[config.mk]
export PLATFORM = sky130hd
export DESIGN_NAME = rf_maint_ctrl
export DESIGN_NICKNAME = d
export VERILOG_FILES = /design/src/rtl/rf_maint_ctrl.sv
export SDC_FILE = /design/constraint.sdc
export NUM_CORES = 1
export LEC_CHECK = 0
export ABC_AREA = 1
export BUFFER_PORTS_ARGS = -buffer_cell sky130_fd_sc_hd__buf_2
export CORE_MARGIN = 5
export CORE_UTILIZATION = 37
export CTS_CLUSTER_SIZE = 16
export DETAILED_ROUTE_END_ITERATION = 16
export PLACE_DENSITY = 0.78
export SKIP_LAST_GASP = 1
export SLEW_MARGIN = 40
export SYNTH_ARGS = -nofsm -noshare
export SYNTH_HDL_FRONTEND = slang
export SYNTH_SLANG_ARGS = --single-unit
[constraint.sdc]
create_clock -name clk -period 1.8 [get_ports clk]
set_input_delay 0.36 -clock clk [delete_from_list [all_inputs] [get_ports clk]]
set_output_delay 0.36 -clock clk [all_outputs]
set_load 0.01 [all_outputs]
[src/rtl/rf_maint_ctrl.sv]
// ============================================================================
// Module      : rf_maint_ctrl
// Description : Register-file ownership arbiter; CPU passthrough, or a stall
//               handshake followed by a sequenced clear or valid/ready dump.
// Revision    : 1.0 - initial release
// ============================================================================
`default_nettype none

module rf_maint_ctrl #(
    parameter int                 NUM_REGS = 32,
    parameter int                 ADDR_W   = 5,
    parameter int                 DATA_W   = 8,
    parameter logic [DATA_W-1:0]  CLR_VAL  = '0
) (
    input  logic              clk,
    input  logic              RST,
    input  logic              CMD_CLR,
    input  logic              CMD_DUMP,
    input  logic [ADDR_W-1:0] CPU_ADRX,
    input  logic [ADDR_W-1:0] CPU_ADRY,
    input  logic [DATA_W-1:0] CPU_DIN,
    input  logic              CPU_RF_WR,
    input  logic              CPU_ACK,
    output logic              CPU_STALL,
    output logic [ADDR_W-1:0] RF_ADRX,
    output logic [ADDR_W-1:0] RF_ADRY,
    output logic [DATA_W-1:0] RF_DIN,
    output logic              RF_WR,
    input  logic [DATA_W-1:0] RF_DY,
    output logic [DATA_W-1:0] DUMP_DATA,
    output logic [ADDR_W-1:0] DUMP_ADDR,
    output logic              DUMP_VALID,
    input  logic              DUMP_READY,
    output logic              BUSY,
    output logic              DONE
);

    localparam logic [2:0] S_IDLE   = 3'd0;
    localparam logic [2:0] S_REQ    = 3'd1;
    localparam logic [2:0] S_CLEAR  = 3'd2;
    localparam logic [2:0] S_DUMP   = 3'd3;
    localparam logic [2:0] S_FINISH = 3'd4;

    localparam logic [ADDR_W-1:0] C_LAST_IDX = ADDR_W'(NUM_REGS - 1);
    localparam logic [ADDR_W-1:0] C_IDX_STEP = ADDR_W'(1);

    logic [2:0]        state_q, state_d;
    logic              op_clr_q, op_clr_d;
    logic [ADDR_W-1:0] idx_q, idx_d;

    always_ff @(posedge clk) begin : p_state_reg
        if (RST) begin
            state_q  <= S_IDLE;
            idx_q    <= '0;
            op_clr_q <= 1'b0;
        end else begin
            state_q  <= state_d;
            idx_q    <= idx_d;
            op_clr_q <= op_clr_d;
        end
    end

    // Commands are only sampled in IDLE; clear takes priority over dump.
    always_comb begin : p_next_state
        state_d  = state_q;
        idx_d    = idx_q;
        op_clr_d = op_clr_q;
        case (state_q)
            S_IDLE: begin
                if (CMD_CLR) begin
                    op_clr_d = 1'b1;
                    state_d  = S_REQ;
                end else if (CMD_DUMP) begin
                    op_clr_d = 1'b0;
                    state_d  = S_REQ;
                end
            end
            S_REQ: begin
                if (CPU_ACK) begin
                    idx_d   = '0;
                    state_d = op_clr_q ? S_CLEAR : S_DUMP;
                end
            end
            S_CLEAR: begin
                if (idx_q == C_LAST_IDX) begin
                    state_d = S_FINISH;
                end else begin
                    idx_d = idx_q + C_IDX_STEP;
                end
            end
            S_DUMP: begin
                if (DUMP_READY) begin
                    if (idx_q == C_LAST_IDX) begin
                        state_d = S_FINISH;
                    end else begin
                        idx_d = idx_q + C_IDX_STEP;
                    end
                end
            end
            S_FINISH: state_d = S_IDLE;
            default:  state_d = S_IDLE;
        endcase
    end

    always_comb begin : p_outputs
        RF_ADRX    = CPU_ADRX;
        RF_ADRY    = CPU_ADRY;
        RF_DIN     = CPU_DIN;
        RF_WR      = CPU_RF_WR;
        CPU_STALL  = 1'b0;
        BUSY       = 1'b0;
        DONE       = 1'b0;
        DUMP_VALID = 1'b0;
        DUMP_DATA  = '0;
        DUMP_ADDR  = '0;
        case (state_q)
            S_REQ: begin
                CPU_STALL = 1'b1;
                BUSY      = 1'b1;
            end
            S_CLEAR: begin
                RF_ADRX   = idx_q;
                RF_ADRY   = idx_q;
                RF_DIN    = CLR_VAL;
                RF_WR     = 1'b1;
                CPU_STALL = 1'b1;
                BUSY      = 1'b1;
            end
            S_DUMP: begin
                RF_ADRX    = idx_q;
                RF_ADRY    = idx_q;
                RF_WR      = 1'b0;
                CPU_STALL  = 1'b1;
                BUSY       = 1'b1;
                DUMP_VALID = 1'b1;
                DUMP_ADDR  = idx_q;
                DUMP_DATA  = RF_DY;
            end
            S_FINISH: begin
                BUSY = 1'b1;
                DONE = 1'b1;
            end
            default: ;
        endcase
    end

endmodule

`default_nettype wire

==> results of run 1 <==
==> synthesized netlist by cell type <==
master,number
o21bai_1,1
nor2_2,1
inv_1,31
dfxtp_1,9
nand2_1,59
inv_2,2
nand3_2,1
nand4_1,2
nor2_1,38
nand3b_1,1
a21oi_1,4
ha_1,2
buf_2,2
nand2_2,1
or2_2,1
nand3_1,5
==> final cells by class <==
type	count	area, um^2
fill	221	800.8
multi-input combinational	116	500.5
timing repair buffer	70	355.3
sequential	9	181.4
inverter	33	123.9
tap	27	33.78
clock buffer	4	26.28
==> registers in the layout, indices dropped and copies added, names as in the netlist <==
signal,count
op_clr_q,1
idx_q,5
state_q,3
==> per-layer routing <==
metal	up-vias	global-route usage [%]	wire, um
met5	-	0	0
met4	0	6.102	36
met3	5	5.275	334
met2	50	23.60	1137
met1	453	19.43	1053
li1	609	-	-
==> path summary, 6_finish.rpt <==
kind,start,endpoint,cells past startpoint
worst min register to register,op_clr_q$_SDFFE_PP0P_,op_clr_q$_SDFFE_PP0P_,2
worst min-delay path,RST,idx_q[1]$_SDFFE_PP0P_,2
worst max-delay path,state_q[2]$_SDFFE_PP0P_,DUMP_ADDR[2],5
worst max register to register,idx_q[0]$_SDFFE_PP0P_,idx_q[4]$_SDFFE_PP0P_,11
==> placed cells by master (no fill, tap or decap), types with 2 or more instances in the layout <==
cell and instances:
nand4_1 2, buf_4 2, nand2_1 58, buf_2 68
nand3_1 5, nor2_1 38, nand2_2 2, inv_2 3
ha_1 2, clkbuf_4 3, dfxtp_1 8, a21oi_1 4
inv_1 30
==> where the power goes <==
group	total, mW	internal [mW]	switching, mW
sequential	0.340	0.269	0.0711
combinational	1.03	0.397	0.637
clock	0.156	0.0854	0.0707
==> logic make-up (layout without fill, tap and decap cells) <==
kind of cell / count (synthesis) / after routing / synth area share [%]
DFF: 9 / 9 / 22.39
adders and majority gates: 2 / 2 / 3.110
buffers and inverters: 35 / 107 / 16.64
AOI/OAI and AO/OA: 5 / 5 / 3.422
and+or+nand+nor: 109 / 109 / 54.43
==> worst max-delay path, delay by kind of cell (launching register included) <==
kind / cells / cell delay [ns]
buffers and inverters: 3 / 0.44
and+or+nand+nor: 2 / 0.28
DFF: 1 / 0.32
==> through the flow <==
stage,util [%],total power [mW],cells
6_report,60.40,1.531,259
5_1_grt,60.40,1.719,259
4_1_cts,59.84,1.517,259
3_5_place_dp,58.54,1.359,255
3_3_place_gp,58.54,1.347,255
2_1_floorplan,-,1.023,160
==> timing repair <==
action                                  CTS  global route
endpoints found under the hold margin     0             0
buffers inserted                          0             0
gates resized for setup                   1             3
endpoints found under the setup margin    1            19
==> metrics.yaml, run 1 <==
cts:
  clk_latency_ns: 0.26
  cts_max_path_buffers: 2
  root_buffer: "clkbuf_4"
  clk_pin_slew_ns: 0.06
  cts_buffers: 3
  cts_tree: "built"
  clock_sinks: 9
  htreeDepth: 1
  cts_hold_buf: 0
timing:
  rsz0062_at_grt: "no"
  holdWs_ns: 0.3286
  max_slew_margin_pct: 80.23
  tns_ns: 0
  final_max_slew_viol_count: 0
  period_needed_ns: 1.663
  setup_viol: 0
  fin_ws_ns: 0.1365
  clock_skew_ns: 0.001881
  period_share_pct: 92.41
  fmax_ghz: 0.6012
  tightest_slew_ns: 0.2957
  hold_viol: 0
die:
  start_util_pct: 39.79
  fp.coreArea_mm2: 0.002022
  io_pins: 69
  fp-row-count: 16
  dieArea_mm2: 0.003207
  dieHeight_um: 56.63
  die_w_um: 56.63
synth:
  yosysSeqAreaShare_pct: 22.40
  avgSynthCellArea_um2: 5.028
  syn_area_um2: 804.5
  syn_nets: 195
  yosys_warnings: 0
  synth_area_leaders: "nand2_1, dfxtp_1, nor2_1, inv_1, ha_1"
  yosysTopAreaCellShare_pct: 27.53
  yosysTopAreaCell: "nand2_1"
  ys_types: 16
  synth_seq_cells: 9
  syn-instance-count: 160
final_layout:
  nNetsFinal: 268
  final_layout_size_suffix_gt1_share_pct: 35.34
  area_growth_pct: 51.79
  postLayoutCellArea_mm2: 0.001221
  antennaDiodeCount: 0
power:
  vdd_drop_max_uv: 723.3
  powerDensity_mw_per_mm2: 1253
  p_leak_nw: 0.8505
route:
  drt_pass1_iterations: 4
  ant_nets: 0
  dr.first_iter.drc_count: 34
  drc_errors: 0
  vias_per_cell: 4.313
  wl_per_cell_um: 9.892
  routed_wl_um: 2562
  num_vias: 1117
grt:
  grt_overflow: 0
  first_global_vias: 941
  grtUsageTotal_pct: 15.35
  antenna_found_initial: 0
  grt_pass1_wl_um: 4043
  grt_start_max_net_pins: 14
status:
  outcome: "complete, no violations"
setup_path:
  worstSetupPathType: "flip-flop to output port"
  end_kind: "output port"
  critPathMaxStageDelay_ns: 0.32
  crit_slowest_cell: "dfxtp_1"
  reg2reg_slack_ns: 0.18
  path_cells: "buf_4 > nor2_2 > inv_2 > nor2_1 > buf_2"
  crit_fanout: 13
  startpoint_type: "flip-flop"
  cp.arrival_ns: 1.30
  crit_required_ns: 1.44
place:
  place_hpwl_um: 2166
  gp_congestion: 0.8114
  post-place-ws_ns: 0.1979
  portBuffers: 68
  placedInstanceArea_mm2: 0.001184
flow_run:
  max_cap_violations: 0
worst_hold_path:
  hold_class: "input port to flip-flop"
(Power assumes the default switching activity.)
==> run 2: changes to the inputs <==
Settings changed: ABC_AREA 1 to 0, CORE_UTILIZATION 37 to 38, CTS_BUF_LIST from default to sky130_fd_sc_hd__clkbuf_8, PLACE_DENSITY 0.78 to 0.81, SETUP_SLACK_MARGIN from default to 0.4.
==> metrics.yaml, run 2 <==
synth:
  synth_top_family_by_area: "simple AND/OR/NAND/NOR gates"
  synth_fa_ha_area_share_pct: 3.231  # +0.12 points
  syn_nets: 146  # -25%
  synth_edf_count: 0  # unchanged
  synthMuxAreaShare_pct: 1.454  # +1.5 points
  yosysMostFrequentCell: "nand2_1"
  yosys_warnings: 0  # unchanged
  synth_seq_cells: 9  # unchanged
  yosysTopAreaCell: "dfxtp_1"
  syn-instance-count: 111  # -31%
  synth_simple_gate_area_share_pct: 50.57  # -3.9 points
  synth_commonest_cells: "nand2_1, and3_1, dfxtp_1, nor2_1, nor2b_1"
  async_flop_share_pct: 0  # unchanged
  syn_area_um2: 774.5  # -3.7%
  ys_types: 31  # +15
  synth-main-ff-cell: "dfxtp_1"
  yosysSeqAreaShare_pct: 23.26  # +0.87 points
  avgSynthCellArea_um2: 6.977  # +39%
  synth_area_leaders: "dfxtp_1, nand2_1, and3_1, nor2b_1, nor2_1"
  yosysTopAreaCellShare_pct: 23.26  # -4.3 points
  synth_compound_area_share_pct: 12.92  # +9.5 points
  yosys.area_share.xor_xnor_pct: 1.131  # +1.1 points
grt:
  grt_pass1_wl_um: 4360  # +7.8%
  grt_start_max_net_pins: 14  # unchanged
  grtUsageTotal_pct: 20.10  # +4.8 points
  grt_overflow: 0  # unchanged
  first_global_vias: 1069  # +14%
  antenna_found_initial: 0  # unchanged
setup_path:
  crit_slowest_cell: "dfxtp_4"
  worstRegToRegCells: 7  # -4
  cpLargestDelayFamily: "flip-flops"
  worstSetupPathType: "flip-flop to flip-flop"
  crit_required_ns: 1.92  # +0.48 ns
  end_kind: "flip-flop"
  path_cells: "ha_4 > and3_4 > ha_4 > nor2b_4 > a32oi_2 > o21a_1 > mux2_4"
  cpMostUsedCell: "ha_4"
  critPathMaxStageDelay_ns: 0.35  # +0.03 ns
  timing.critical_path.buf_inv: 0  # -3
  crit_fanout: 3  # -10
  startpoint_type: "flip-flop"
  cp.arrival_ns: 1.77  # +0.47 ns
  timing.rr.start: "idx_q[0]$_SDFFE_PP0P_"
  timing.rr.end: "idx_q[0]$_SDFFE_PP0P_"
  reg2reg_slack_ns: 0.15  # -0.03 ns
final_layout:
  post-route-util_pct: 75.19  # +15 points
  final_layout_size_suffix_gt1_share_pct: 60.00  # +25 points
  largest_register_ffs: 5  # unchanged
  fillers: 154  # -30%
  final_common_cell: "buf_2"
  postLayoutCellArea_mm2: 0.001475  # +21%
  reg_top3: "idx_q x5, state_q x3, op_clr_q x1"
  antennaDiodeCount: 0  # unchanged
  top_register: "idx_q"
  final_cell_mix: "buf_2, nand2_1, buf_6, and3_4"
  nNetsFinal: 226  # -16%
  area_growth_pct: 90.47
route:
  dr.first_iter.drc_count: 21  # -38%
  drt-met1-wl_um: 1203  # +14%
  drc_errors: 0  # unchanged
  wl_per_cell_um: 15.61  # +58%
  met3_length_um: 373  # +12%
  ant_nets: 0  # unchanged
  drt_pass1_iterations: 4  # unchanged
  routed.top_layer: "met4"
  routed_wl_um: 3388  # +32%
  num_vias: 1122  # +0.45%
  wl_met2_um: 1738  # +53%
  vias_per_cell: 5.171  # +20%
place:
  placedInstanceArea_mm2: 0.001184  # unchanged
  portBuffers: 68  # unchanged
  post-place-ws_ns: 0.1014  # -0.09649 ns
  gp_congestion: 0.8615  # +6.2%
  place_hpwl_um: 2244  # +3.6%
timing:
  tightest_slew_ns: 0.3453  # +0.04962 ns
  tns_ns: 0  # unchanged
  setup_viol: 0  # unchanged
  period_needed_ns: 1.652  # -0.01155 ns
  max_slew_margin_pct: 76.88  # -3.4 points
  clock_skew_ns: 0.002184  # +0.0003030 ns
  fmax_ghz: 0.6054  # +0.70%
  final_max_slew_viol_count: 0  # unchanged
  period_share_pct: 91.77  # -0.64 points
  rsz0062_at_grt: "yes"
  hold_viol: 0  # unchanged
  fin_ws_ns: 0.1481  # +0.01155 ns
cts:
  htreeDepth: 1  # unchanged
  cts_buffers: 3  # unchanged
  clk_latency_ns: 0.23  # -0.03 ns
  cts_tree: "built"
  clk_pin_slew_ns: 0.05  # about the same
  clock_sinks: 9  # unchanged
  cts_max_path_buffers: 2  # unchanged
  root_buffer: "clkbuf_8"
worst_hold_path:
  hold_class: "input port to flip-flop"
  worstHoldPathCells: 2  # unchanged
  worstHoldStart: "RST"
  whs_endpoint: "state_q[0]$_SDFFE_PP0P_"
die:
  dieArea_mm2: 0.003041  # -5.2%
  die_w_um: 55.15  # -2.6%
  start_util_pct: 39.48  # -0.31 points
  io_pins: 69  # unchanged
  fp-row-count: 16  # unchanged
  dieHeight_um: 55.15  # -2.6%
  fp.coreArea_mm2: 0.001962  # -3.0%
power:
  p_leak_nw: 0.7793  # -8.4%
  vdd_drop_max_uv: 393.5  # -46%
  powerDensity_mw_per_mm2: 537.0  # -57%
status:
  outcome: "complete, no violations"
flow_run:
  max_cap_violations: 0  # unchanged
-- run 2: changes by cell type after synthesis, sizes merged, moves of 3 or more --
cell    change
nand2      -33
nor2       -30
inv        -29
and3       +15
nor2b       +9
clkbuf      +4
nand3       -4
o21ai       +4
nand2b      +3
-- run 2: where the power goes --
group	internal, mW	switching, mW
Combinational	0.160	0.172
Clock	0.149	0.0827
Sequential	0.209	0.0196
Total	0.517	0.275
-- run 2: what timing repair did --
action,4_1_cts,5_1_grt
gates cloned,1,0
hold buffers,0,0
pin swaps,5,10
resized for setup,20,25
endpoints found under the setup margin,41,43
buffers inserted,6,2
-- run 2: metrics by stage --
step | hold WS (ns) | total power [mW] | instances
6_report | 0.3659 | 0.7921 | 217
5_1_grt | 0.3657 | 0.8371 | 217
4_1_cts | 0.3690 | 0.7586 | 215
3_5_place_dp | 0.5040 | 0.5066 | 204
3_3_place_gp | 0.4829 | 0.4958 | 204
2_1_floorplan | 0.4291 | 0.3866 | 111
-- run 2: cell type report --
cell class                 instances  area, um^2  share of cell area [%]
timing repair buffer              82       530.5                   35.96
multi-input combinational         91       651.9                   44.19
clock buffer                       3       41.29                   2.799
inverter                           4       17.52                   1.187
clock inverter                     1       3.754                  0.2545
sequential                         9       196.4                   13.32
tap                               27       33.78                   2.290
-- run 2: how the worst max path moves through the flow --
stage | slack [ns] | start | to | cells past startpoint
2_1_floorplan | 0.20 | idx_q[1]$_SDFFE_PP0P_ | idx_q[0]$_SDFFE_PP0P_ | 7
3_3_place_gp | 0.16 | idx_q[1]$_SDFFE_PP0P_ | idx_q[0]$_SDFFE_PP0P_ | 7
3_5_place_dp | 0.10 | idx_q[1]$_SDFFE_PP0P_ | idx_q[0]$_SDFFE_PP0P_ | 7
4_1_cts | 0.16 | idx_q[0]$_SDFFE_PP0P_ | idx_q[0]$_SDFFE_PP0P_ | 7
5_1_grt | 0.08 | state_q[2]$_SDFFE_PP0P_ | RF_DIN[4] | 4
6_report | 0.15 | idx_q[0]$_SDFFE_PP0P_ | idx_q[0]$_SDFFE_PP0P_ | 7
-- run 2: cell families after synthesis --
group,count (synthesis)
and+or+nand+nor,72
AOI/OAI and AO/OA,15
buffers and inverters,11
DFF,9
adders and majority gates,2
xor gates and xnor gates,1
muxes,1
-- run 2: routing by layer --
metal | up-vias | track usage [%]
li1 | 541 | -
met1 | 496 | 19.52
met2 | 75 | 40.35
met3 | 10 | 3.485
met4 | 0 | 8.907
met5 | - | 0
